`config.mk`:
```
export PLATFORM = sky130hd
export DESIGN_NAME = bram_addr_gen
export DESIGN_NICKNAME = d
export VERILOG_FILES = /design/src/rtl/bram_addr_gen_pkg.sv /design/src/rtl/bram_addr_gen_hold_timer.sv /design/src/rtl/bram_addr_gen.sv
export SDC_FILE = /design/constraint.sdc
export NUM_CORES = 1
export LEC_CHECK = 0
export ABC_AREA = 1
export CAP_MARGIN = 20
export CORE_ASPECT_RATIO = 1.4
export CORE_UTILIZATION = 40
export DETAILED_ROUTE_END_ITERATION = 7
export PLACE_DENSITY_LB_ADDON = 0.2
export SYNTH_ARGS = -nofsm -noshare
export SYNTH_HDL_FRONTEND = slang
export SYNTH_HIERARCHICAL = 1
export SYNTH_SLANG_ARGS = --single-unit
```
`constraint.sdc`:
```
create_clock -name clk -period 3.04 [get_ports clk]
set_clock_uncertainty 0.15 [all_clocks]
set_input_delay 0.304 -clock clk [delete_from_list [all_inputs] [get_ports clk]]
set_output_delay 0.304 -clock clk [all_outputs]
set_load 0.02 [all_outputs]
```
`src/rtl/bram_addr_gen_pkg.sv`:
```
// Shared definitions for the BRAM write-address generator and its read-side peer.
// Latency: n/a (types and constant helpers only).
// Backpressure: n/a.
package bram_addr_gen_pkg;

  // Capture FSM encodings; the read-side DMA block decodes the same values.
  typedef enum logic [1:0] {
    ST_IDLE = 2'd0,
    ST_HOLD = 2'd1,
    ST_DONE = 2'd2
  } state_t;

  // Width of the hold cycle counter.
  localparam int TIMER_W = 8;

  // Channel index width: at least one bit even for a single channel.
  function automatic int ch_width(input int n);
    return (n > 1) ? $clog2(n) : 1;
  endfunction

  function automatic bit is_pow2(input int v);
    return (v > 0) && ((v & (v - 1)) == 0);
  endfunction

endpackage

```
`src/rtl/bram_addr_gen_hold_timer.sv`:
```
// Hold timer: 8-bit cycle counter with synchronous load-to-zero and count enable.
// Latency: count updates one cycle after load/en; tc is a compare on the count register.
// Backpressure: none; the owner decides when to load or enable.
// Ports: clk, rst_n (async, active low), load (clear count, wins over en), en (increment),
//        term (terminal value), tc (count == term).
module hold_timer
  import bram_addr_gen_pkg::*;
(
  input  logic               clk,
  input  logic               rst_n,
  input  logic               load,
  input  logic               en,
  input  logic [TIMER_W-1:0] term,
  output logic               tc
);

  logic [TIMER_W-1:0] cnt;

  always_ff @(posedge clk or negedge rst_n) begin
    if (!rst_n) begin
      cnt <= '0;
    end else if (load) begin
      cnt <= '0;
    end else if (en) begin
      cnt <= cnt + TIMER_W'(1);
    end
  end

  assign tc = (cnt == term);

endmodule

```
`src/rtl/bram_addr_gen.sv`:
```
// BRAM write-address generator: one registered write strobe + byte address per accepted sample.
// Latency: we/addr/ch one cycle after acceptance; address advances HOLD_CYC+1 cycles after that.
// Backpressure: none upstream; samples offered while holding are dropped and flagged in overrun.
// Ports: clk, rst_n; hab (inhibit new acceptances), valid, mode (0 one-shot, 1 continuous),
//        clear (sync restart); we, addr, ch, bank, bank_done, busy, overrun, done.
module bram_addr_gen
  import bram_addr_gen_pkg::*;
#(
  parameter int              ADDR_W     = 32,
  parameter logic [ADDR_W-1:0] BASE_ADDR = '0,
  parameter int              STRIDE     = 4,
  parameter int              HOLD_CYC   = 2,
  parameter int              DEPTH_LOG2 = 11,
  parameter int              N_CH       = 1
) (
  input  logic                        clk,
  input  logic                        rst_n,
  input  logic                        hab,
  input  logic                        valid,
  input  logic                        mode,
  input  logic                        clear,
  output logic                        we,
  output logic [ADDR_W-1:0]           addr,
  output logic [ch_width(N_CH)-1:0]   ch,
  output logic                        bank,
  output logic                        bank_done,
  output logic                        busy,
  output logic                        overrun,
  output logic                        done
);

  localparam int SW       = $clog2(STRIDE);
  localparam int BANK_BIT = DEPTH_LOG2 + SW;
  localparam int OFF_W    = BANK_BIT + 1;
  localparam int CH_W     = ch_width(N_CH);

  if (!is_pow2(STRIDE)) begin : g_bad_stride
    $error("bram_addr_gen: STRIDE must be a power of two");
  end
  if (N_CH < 1) begin : g_bad_nch
    $error("bram_addr_gen: N_CH must be at least 1");
  end
  if (ADDR_W <= BANK_BIT) begin : g_bad_addr_w
    $error("bram_addr_gen: ADDR_W must exceed the bank bit position");
  end
  if (HOLD_CYC < 0 || HOLD_CYC > 255) begin : g_bad_hold
    $error("bram_addr_gen: HOLD_CYC must be within 0..255");
  end

  state_t             state_q, state_d;
  logic [OFF_W-1:0]   offset_q, offset_nxt;
  logic [DEPTH_LOG2:0] word_idx;
  logic               last_in_bank, last_word;
  logic               accept, advance, tc;

  assign word_idx     = offset_q[OFF_W-1:SW];
  assign last_in_bank = &word_idx[DEPTH_LOG2-1:0];
  assign last_word    = last_in_bank & word_idx[DEPTH_LOG2];
  // Natural wrap of the OFF_W-bit offset takes bank 1's last word back to 0.
  assign offset_nxt   = offset_q + OFF_W'(STRIDE);

  // clear outranks both acceptance and advance.
  assign accept  = (state_q == ST_IDLE) && valid && !hab && !clear;
  assign advance = (state_q == ST_HOLD) && tc && !clear;

  hold_timer u_hold_timer (
    .clk   (clk),
    .rst_n (rst_n),
    .load  (clear || accept || advance),
    .en    ((state_q == ST_HOLD) && !tc),
    .term  (TIMER_W'(HOLD_CYC)),
    .tc    (tc)
  );

  // FSM state register
  always_ff @(posedge clk or negedge rst_n) begin
    if (!rst_n) begin
      state_q <= ST_IDLE;
    end else begin
      state_q <= state_d;
    end
  end

  // FSM next state; mode only matters at the advance past bank 1's last word.
  always_comb begin
    state_d = state_q;
    if (clear) begin
      state_d = ST_IDLE;
    end else begin
      case (state_q)
        ST_IDLE: if (accept) state_d = ST_HOLD;
        ST_HOLD: if (tc) state_d = (last_word && !mode) ? ST_DONE : ST_IDLE;
        ST_DONE: state_d = ST_DONE;
        default: state_d = ST_IDLE;
      endcase
    end
  end

  // FSM outputs, decoded from the state register only.
  always_comb begin
    busy = (state_q == ST_HOLD);
    done = (state_q == ST_DONE);
  end

  // Address, channel, strobe and status registers.
  always_ff @(posedge clk or negedge rst_n) begin
    if (!rst_n) begin
      offset_q  <= '0;
      addr      <= BASE_ADDR;
      ch        <= '0;
      we        <= 1'b0;
      bank_done <= 1'b0;
      overrun   <= 1'b0;
    end else if (clear) begin
      offset_q  <= '0;
      addr      <= BASE_ADDR;
      ch        <= '0;
      we        <= 1'b0;
      bank_done <= 1'b0;
      overrun   <= 1'b0;
    end else begin
      we        <= accept;
      bank_done <= advance && last_in_bank;
      // DONE ignores samples silently; only a sample arriving mid-hold is an overrun.
      if ((state_q == ST_HOLD) && valid && !hab) begin
        overrun <= 1'b1;
      end
      if (advance) begin
        offset_q <= offset_nxt;
        addr     <= BASE_ADDR + ADDR_W'(offset_nxt);
        ch       <= (ch == CH_W'(N_CH - 1)) ? '0 : ch + CH_W'(1);
      end
    end
  end

  assign bank = offset_q[BANK_BIT];

endmodule

```
# Word-level counts from Yosys, hierarchy flattened
# Index checks and enable logic that the tools add are counted.
# op_classes
add_sub_neg	3
n_eq_ne	5
mux	18
n_bitwise	1
n_reduce_logical	22
# op_table
cell	n
32-bit two-way mux	2
14-bit two-way mux	2
8-bit two-way mux	2
14-bit by 3-bit adder with 14-bit output, second input constant	1
11-bit AND reduction	1
1-bit logical AND	10
8-bit by 1-bit adder with 8-bit output, second input constant	1
8-bit by 2-bit == test with 1-bit output, second input constant	1
2-bit two-way mux	4
1-bit two-way mux	7
2-bit one-hot mux with 3 select lines	1
2-bit nonzero test	3
1-bit logical NOT	4
3-bit by 2-bit != test with 1-bit output, second input constant	1
3-bit != test, second input constant	1
2-bit by 1-bit == test with 1-bit output, second input constant	1
2-bit == test, second input constant	1
2-bit logical NOT	1
1-bit logical OR	2
2-bit AND reduction	1
1-bit adder, second input constant	1
1-bit AND	1
# totals
reg_bits	60
input_bits	6
output_inout_bits	39
wordCells	57

# Depth between registers and ports, before layout
# Gate-level depths: netlist of run 1.
# logic_depth
depth_word	7
mapped_depth	15
depth_no_buf	14

# Cells and area by module
# The synthesis of run 1 kept the hierarchy.
# modules_own_cells
mod	n_inst	cells_per_inst	area_per_inst_um2	seq_area_each_um2
bram_addr_gen	1	155	1117.3	450.4
hold_timer	1	73	554.3	200.2

# Worst setup path after synthesis of run 1
# OpenSTA, ideal clock, no wires.
# synth_path
path_kind	reg-to-reg
startpoint	reg u_hold_timer.cnt[4]
endpoint	reg u_hold_timer.cnt[7]
arrival_ns	1.804
required_ns	2.771
path_slack_ns	0.967
stages_incl_launch_ff	15
path_buffers	1
synth_period_minus_slack_ns	2.073
cell_sequence	dfrtp_1 -> clkbuf_2 -> xor2_1 -> nor2_1 -> nand2_1 -> nor2_1 -> nand3_4 -> nand2_1 -> inv_1 -> nand2_1 -> nor2_4 -> nor2_2 -> nand3_1 -> nand2_1 -> nor2_1
# synth_via
elab_chain_cells	5
elab_cells_between_ends	10
# synth_lines
element	line_no	text
start, declared	bram_addr_gen_hold_timer.sv:17	logic [TIMER_W-1:0] cnt;
start signal, assigned	bram_addr_gen_hold_timer.sv:25	cnt <= cnt + TIMER_W'(1);
8-bit by 2-bit == test with 1-bit output (*)	bram_addr_gen_hold_timer.sv:29	assign tc = (cnt == term);
net tc	bram_addr_gen.sv:54	logic accept, advance, tc;
1-bit logical AND (2 in a row)	bram_addr_gen.sv:64	assign advance = (state_q == ST_HOLD) && tc && !clear;
1-bit logical OR	bram_addr_gen.sv:69	.load (clear || accept || advance),
8-bit two-way mux or 2-bit nonzero test (tied branches)	n/a	
# The timed path passes the listed nets; every way through them passes the cells marked *. The select of a mux whose other input is x is not followed.
# A chain may end at the register's enable or synchronous reset.

# Worst setup path after layout of run 1
# layout_path
startpoint	reg u_hold_timer.cnt[0]
endpoint	reg u_hold_timer.cnt[7]
# The elaborated chain is that of the path after synthesis.

==> results of run 1 <==
==> logic make-up after synthesis <==
group	count (synthesis)	synth area share, %
AO/OA/AOI/OAI	20	6.213
buffers and inverters	51	16.32
other	2	0.4493
AND/OR/NAND/NOR	118	31.89
flip-flops	26	38.92
XOR/XNOR	9	4.716
adder cells (fa/ha/maj)	2	1.497
==> registers in the layout, summed over array words and instances, names as in the netlist <==
register / count
u_hold_timer/cnt: 8
offset_q: 11
state_q: 2
overrun: 1
bank_done: 1
addr: 2
we: 1
==> cell usage after synthesis (2+ instances only) <==
library cell and number:
sky130_fd_sc_hd__a21oi_1 11, sky130_fd_sc_hd__buf_4 21, sky130_fd_sc_hd__conb_1 2, sky130_fd_sc_hd__dfrtp_1 26, sky130_fd_sc_hd__ha_1 2, sky130_fd_sc_hd__inv_1 26
sky130_fd_sc_hd__inv_2 2, sky130_fd_sc_hd__nand2_1 50, sky130_fd_sc_hd__nand3_1 13, sky130_fd_sc_hd__nand3_2 2, sky130_fd_sc_hd__nand4_1 5, sky130_fd_sc_hd__nor2_1 36
sky130_fd_sc_hd__nor2_2 2, sky130_fd_sc_hd__nor2_4 2, sky130_fd_sc_hd__nor3_1 4, sky130_fd_sc_hd__o21ai_0 6, sky130_fd_sc_hd__xor2_1 8
==> power by group <==
group | leakage [nW] | switching (W) | total (W) | internal, W
logic | 0.581 | 0.0000568 | 0.0000789 | 0.0000221
clock network | 0.0288 | 0.000110 | 0.000226 | 0.000116
registers | 0.362 | 0.00000430 | 0.000353 | 0.000349
==> metrics by stage <==
stage | hold WS, ns | setup slack, ns | power [W] | util (%)
3_3_place_gp | 0.3575 | 0.7751 | 0.0004392 | 48.50
5_1_grt | 0.2951 | 0.4587 | 0.0006931 | 49.89
6_report | 0.2517 | 0.7279 | 0.0006580 | 49.89
2_1_floorplan | -0.1416 | 0.9671 | 0.0004310 | -
3_5_place_dp | 0.3888 | 0.7324 | 0.0004393 | 48.50
4_1_cts | 0.2594 | 0.7052 | 0.0006695 | 49.89
==> worst min-delay path by stage <==
| stage | start | to | cells past startpoint |
|---|---|---|---|
| 6_report | rst_n | u_hold_timer/cnt[0]$_DFFE_PN0P_ | 2 |
| 5_1_grt | rst_n | u_hold_timer/cnt[7]$_DFFE_PN0P_ | 2 |
| 4_1_cts | rst_n | u_hold_timer/cnt[6]$_DFFE_PN0P_ | 2 |
| 3_5_place_dp | overrun$_DFFE_PN0P_ | overrun$_DFFE_PN0P_ | 2 |
| 3_3_place_gp | overrun$_DFFE_PN0P_ | overrun$_DFFE_PN0P_ | 2 |
| 2_1_floorplan | rst_n | addr[13]$_DFFE_PN0N_ | 0 |
==> layout make-up <==
type	count	area share [%]
sequential	26	32.99
inverter	28	5.330
timing repair buffer	27	13.45
clock buffer	4	2.792
tap	43	2.728
multi-input combinational	176	42.70
==> critical path, delay by kind of cell (launching register included) <==
kind,cells,cell delay [ns]
AND/OR/NAND/NOR,11,1.33
flip-flops,1,0.47
XOR/XNOR,1,0.19
buffers and inverters,1,0.08
==> layer usage <==
layer	GRT usage, %	vias to the layer above	part of all wire (%)
li1	-	733	-
met1	18.65	636	41
met2	32.47	31	54
met3	2.142	7	3.0
met4	6.341	0	1.7
met5	0	-	0
==> flow_summary_export.csv, run 1 <==
group,metric,value,unit
synthesis,synth_area_leader_cell,"sky130_fd_sc_hd__dfrtp_1",
pwr,irDropWorstVdd,226.3,uV
place,quantity_of_i_o_buffers_inserted_on_ports,25,
clock_tree,post_cts.resized_instances,0,
floorplan,die_width,56.64,um
floorplan,placeableCoreArea,0.003953,mm2
floorplan,std_cell_rows,27,
layout,share_of_cells_above_drive_strength_1,6.130,%
place,dpl_cell_area,0.001917,mm2
synthesis,synth_top_area_share,38.92,%
routing,drt-wirelength-per-cell,11.64,um
floorplan,die_area,0.004445,mm2
routing,ant_nets,0,
setup_path,worstSetupEndpoint,"u_hold_timer/cnt[7]$_DFFE_PN0P_",
place,dp_cells,300,
synthesis,synth_cells,228,
grt,grt_antenna_before_repair,0,
clock_tree,ctsHtreeMaxLevel,1,
floorplan,chipHeight,78.49,um
floorplan,initial_standard_cell_utilization_of_the_core,42.29,%
pwr,power.leakage,0.9710,nW
setup_path,worst_case_reg_to_reg_path_depth,13,
layout,finalInstanceArea,0.001972,mm2
job,max_cap_viol_count,0,
grt,grt_max_degree,27,
clock_tree,cts_root_buffer,"sky130_fd_sc_hd__clkbuf_8",
setup_path,timing.critical_path.slowest_stage_cell,"sky130_fd_sc_hd__dfrtp_1",
place,dp_hpwl,2.725,mm
synthesis,synth_edf_count,0,
synthesis,postSynthRegisterBits,26,
setup_path,worst-r2r-setup-slack,0.73,ns
synthesis,synthArstFlopShare,100.0,%
clock_tree,worst_skew_pair.late_latency,0.27,ns
layout,final_cells,304,
layout,insertedDiodeCount,0,
layout,final_common_cell,"sky130_fd_sc_hd__nand2_1",
grt,global_route.usage.total,17.01,%
clock_tree,clk_transition_reported_paths,0.09,ns
setup_path,worstReg2RegStart,"u_hold_timer/cnt[0]$_DFFE_PN0P_",
clock_tree,postCtsHoldBufs,0,
outcome,status,"completed",
grt,global_route_wire_length_before_repair,5.906,mm
timing,setup_viol,0,
timing,hold_viol,0,
setup_path,cp-end-kind,"register",
setup_path,required_arrival_time_at_the_worst_endpoint,3.06,ns
routing,drt-initial-drc-count,30,
clock_tree,cts_made_buffers,3,
clock_tree,cts_sinks,26,
setup_path,cpPeakStageDelay,0.47,ns
setup_path,path_cells,"xor2_1 > nor2_1 > nand2_1 > nor2_1 > nand3_4 > nand2_1 > inv_1 > nand2_1 > nor2_4 > nor2_2 > nand3_1 > nand2_1 > nor2_1",
timing,grt_setup_unrepaired,"no",
synthesis,synth_top_cells_by_area,"sky130_fd_sc_hd__dfrtp_1, sky130_fd_sc_hd__nand2_1, sky130_fd_sc_hd__buf_4, sky130_fd_sc_hd__nor2_1, sky130_fd_sc_hd__inv_1",
timing,maxClockFrequency,432.5,MHz
setup_path,rr_endpoint,"u_hold_timer/cnt[7]$_DFFE_PN0P_",
setup_path,timing.critical_path.fanout_max,6,
synthesis,synth.distinct_cells,27,
layout,synthToLayoutAreaGrowth,17.96,%
synthesis,synthesis.area,0.001672,mm2
setup_path,cpMostUsedCell,"sky130_fd_sc_hd__nand2_1",
setup_path,critical_path.startpoint_type,"register",
grt,grt_pass1_vias,1342,
layout,design.final.nets,270,
layout,seq_area,650.6,um2
routing,first_pass_iters,4,
setup_path,crit_path_start,"u_hold_timer/cnt[0]$_DFFE_PN0P_",
layout,n_fill_cell,424,
layout,layout_common_cells,"sky130_fd_sc_hd__nand2_1, sky130_fd_sc_hd__nor2_1, sky130_fd_sc_hd__conb_1, sky130_fd_sc_hd__inv_1, sky130_fd_sc_hd__dfrtp_1",
routing,drc_errors,0,
setup_path,path_class,"register to register",
timing,timing.final.max_slew_violations,0,
routing,vias,1407,
timing,shortest_clock_period_the_worst_path_allows_after_layout,2.312,ns
hold_path,holdCritPathClass,"input pin to async pin",
synthesis,postSynth.topFlopCell,"sky130_fd_sc_hd__dfrtp_1",
routing,viasPerCell,4.628,
floorplan,num_io_pins,45,
grt,overflow_left_after_global_routing,0,
synthesis,ys_warn_count,6,
timing,fin_setup_tns,0,ns
pwr,power_per_cell_area,333.7,mW/mm2
layout,multi_input_area,842.1,um2
clock_tree,cts_tree,"done",
clock_tree,cts.repair_timing.setup_buffer_count,0,
setup_path,worstPathArrival,2.34,ns
clock_tree,clk_path_buf_depth,2,
synthesis,synth_area_per_cell,7.332,um2
timing,final.period_utilization,76.06,%
synthesis,seq_area_frac_synth,38.92,%
routing,totalWireLength,3.538,mm
place,globalplace.congestion,0.7867,
Note: power is estimated with default switching activity, not from simulation.
==> run 2: changes to the inputs <==
clock period = 2 ns   (was 3.04 ns; I/O delays follow)
==> run 2 against run 1 <==
  * Clock power grew 32%
  * Sequential power grew 51%
  * First-iteration DRC count shrank 53%
  * Critical endpoint is now done
  * Via count grew 3.4%
  * Die area is the same
  * Worst hold slack lost 0.11 ns
  * Total power grew 47%
==> flow_summary_export.csv, run 2 (synthesized netlist as in run 1, its figures left out) <==
group,metric,value,unit
layout,synthToLayoutAreaGrowth,26.20,%
clock_tree,clk_transition_reported_paths,0.09,ns
layout,n_fill_cell,406,
setup_path,required_arrival_time_at_the_worst_endpoint,1.65,ns
routing,viasPerCell,4.619,
clock_tree,cts_made_buffers,3,
timing,hold_viol,0,
layout,multi_input_area,892.1,um2
floorplan,placeableCoreArea,0.003953,mm2
routing,first_pass_iters,4,
grt,grt_max_degree,27,
setup_path,cp-end-kind,"output pin",
pwr,irDropWorstVdd,366.4,uV
routing,vias,1455,
layout,largest_registers,"offset_q (11), u_hold_timer/cnt (8)",
setup_path,worstPathArrival,1.54,ns
place,dp_cells,310,
clock_tree,cts_root_buffer,"sky130_fd_sc_hd__clkbuf_8",
clock_tree,cts_sinks,26,
setup_path,cpPeakStageDelay,0.63,ns
pwr,power_per_cell_area,459.8,mW/mm2
layout,seq_area,650.6,um2
setup_path,timing.critical_path.slowest_stage_cell,"sky130_fd_sc_hd__clkdlybuf4s50_1",
floorplan,die_area,0.004445,mm2
floorplan,std_cell_rows,27,
setup_path,timing.critical_path.fanout_max,4,
timing,timing.final.max_slew_violations,0,
pwr,power.leakage,1.042,nW
floorplan,initial_standard_cell_utilization_of_the_core,42.29,%
setup_path,critical_path.startpoint_type,"register",
clock_tree,cts_tree,"done",
layout,finish.utilization,53.37,%
routing,drc_errors,0,
timing,maxClockFrequency,529.8,MHz
place,quantity_of_i_o_buffers_inserted_on_ports,25,
place,globalplace.congestion,0.7839,
timing,final.period_utilization,94.37,%
layout,insertedDiodeCount,0,
layout,registers.top_by_ff_count,"offset_q",
layout,share_of_cells_above_drive_strength_1,14.34,%
layout,final_common_cell,"sky130_fd_sc_hd__nand2_1",
layout,design.final.nets,282,
clock_tree,postCtsHoldBufs,0,
clock_tree,ctsHtreeMaxLevel,1,
hold_path,holdCritPathClass,"input pin to async pin",
setup_path,path_cells,"nor2_1 > clkdlybuf4s50_1",
clock_tree,clk_path_buf_depth,2,
layout,final_cells,315,
grt,global_route.usage.total,16.70,%
outcome,status,"completed",
routing,ant_nets,0,
routing,drt-wirelength-per-cell,11.09,um
floorplan,chipHeight,78.49,um
timing,fin_setup_tns,0,ns
grt,grt_antenna_before_repair,0,
floorplan,die_width,56.64,um
timing,grt_setup_unrepaired,"yes",
setup_path,path_class,"register to output pin",
grt,grt_pass1_vias,1394,
layout,layout_common_cells,"sky130_fd_sc_hd__nand2_1, sky130_fd_sc_hd__nor2_1, sky130_fd_sc_hd__conb_1, sky130_fd_sc_hd__dfrtp_1, sky130_fd_sc_hd__clkdlybuf4s50_1",
grt,overflow_left_after_global_routing,0,
timing,setup_viol,0,
clock_tree,worst_skew_pair.late_latency,0.27,ns
job,max_cap_viol_count,0,
timing,shortest_clock_period_the_worst_path_allows_after_layout,1.887,ns
grt,global_route_wire_length_before_repair,5.858,mm
routing,totalWireLength,3.494,mm
routing,drt-initial-drc-count,14,
floorplan,num_io_pins,45,
place,dp_hpwl,2.629,mm
layout,max_reg_flops,11,
[run 2: cell types whose count changed in the layout (fill, tap and decap cells not counted), moves of 2 or more]
cell	before	now
sky130_fd_sc_hd__buf_4	2	13
sky130_fd_sc_hd__inv_1	26	23
sky130_fd_sc_hd__inv_2	2	4
sky130_fd_sc_hd__nand2_1	50	47
sky130_fd_sc_hd__nand2_2	0	2
sky130_fd_sc_hd__nor2_1	36	33
sky130_fd_sc_hd__nor2_4	2	5
sky130_fd_sc_hd__nor3_1	4	2
sky130_fd_sc_hd__nor3_2	0	2
[run 2: cell type report]
cell class,instances,share of cell area (%)
Multi-Input combinational cell,176,42.29
Tap cell,43,2.550
Inverter,28,5.219
Clock buffer,3,1.957
Sequential cell,26,30.84
Timing Repair Buffer,39,17.14
[run 2: worst max-delay path, delay by kind of cell (launching register included)]
family | cells | cell delay, ns
AND/OR/NAND/NOR | 1 | 0.19
flip-flops | 1 | 0.44
buffers and inverters | 1 | 0.63
[run 2: timing repair]
item,4_1_cts,5_1_grt
buffers inserted,0,2
gates resized for setup,0,18
setup endpoints to repair,0,12
endpoints found under the hold margin,0,0
[run 2: path summary, 6_finish.rpt]
| check | from | end | slack, ns | cells after the start |
|---|---|---|---|---|
| setup / recovery | state_q[0]$_DFFE_PN0P_ | done | 0.11 | 2 |
| hold / removal | rst_n | u_hold_timer/cnt[6]$_DFFE_PN0P_ | 0.14 | 2 |
| setup reg to reg | u_hold_timer/cnt[5]$_DFFE_PN0P_ | u_hold_timer/cnt[6]$_DFFE_PN0P_ | 0.14 | 13 |
| hold reg to reg | overrun$_DFFE_PN0P_ | overrun$_DFFE_PN0P_ | 0.36 | 2 |
| max in group asynchronous | rst_n | we$_DFF_PN0_ | 1.29 | 2 |
| min in group clk | overrun$_DFFE_PN0P_ | overrun$_DFFE_PN0P_ | 0.36 | 2 |
[run 2: power by group]
group	switching (W)	internal, W	leakage (nW)
sequential	0.00000416	0.000530	0.362
combinational	0.0000937	0.0000438	0.659
clock	0.000163	0.000135	0.0216
[run 2: through the flow]
stage	hold WS [ns]	total power [W]	setup slack, ns	cell area [um2]
floorplan	-0.2456	0.0006560	0.02124	1770
global placement	0.3291	0.0006768	0.06533	1997
detailed placement	0.3444	0.0006772	0.03490	1997
CTS	0.1612	0.0009781	0.01935	2038
global route	0.1947	0.001013	-0.05452	2110
finish	0.1437	0.0009701	0.1126	2110
[run 2: per-layer routing]
| layer | global-route usage (%) | up-vias | wire, um |
|---|---|---|---|
| li1 | - | 755 | - |
| met1 | 18.23 | 675 | 1444 |
| met2 | 30.82 | 20 | 1900 |
| met3 | 2.142 | 5 | 93 |
| met4 | 8.537 | 0 | 56 |
| met5 | 0 | - | 0 |
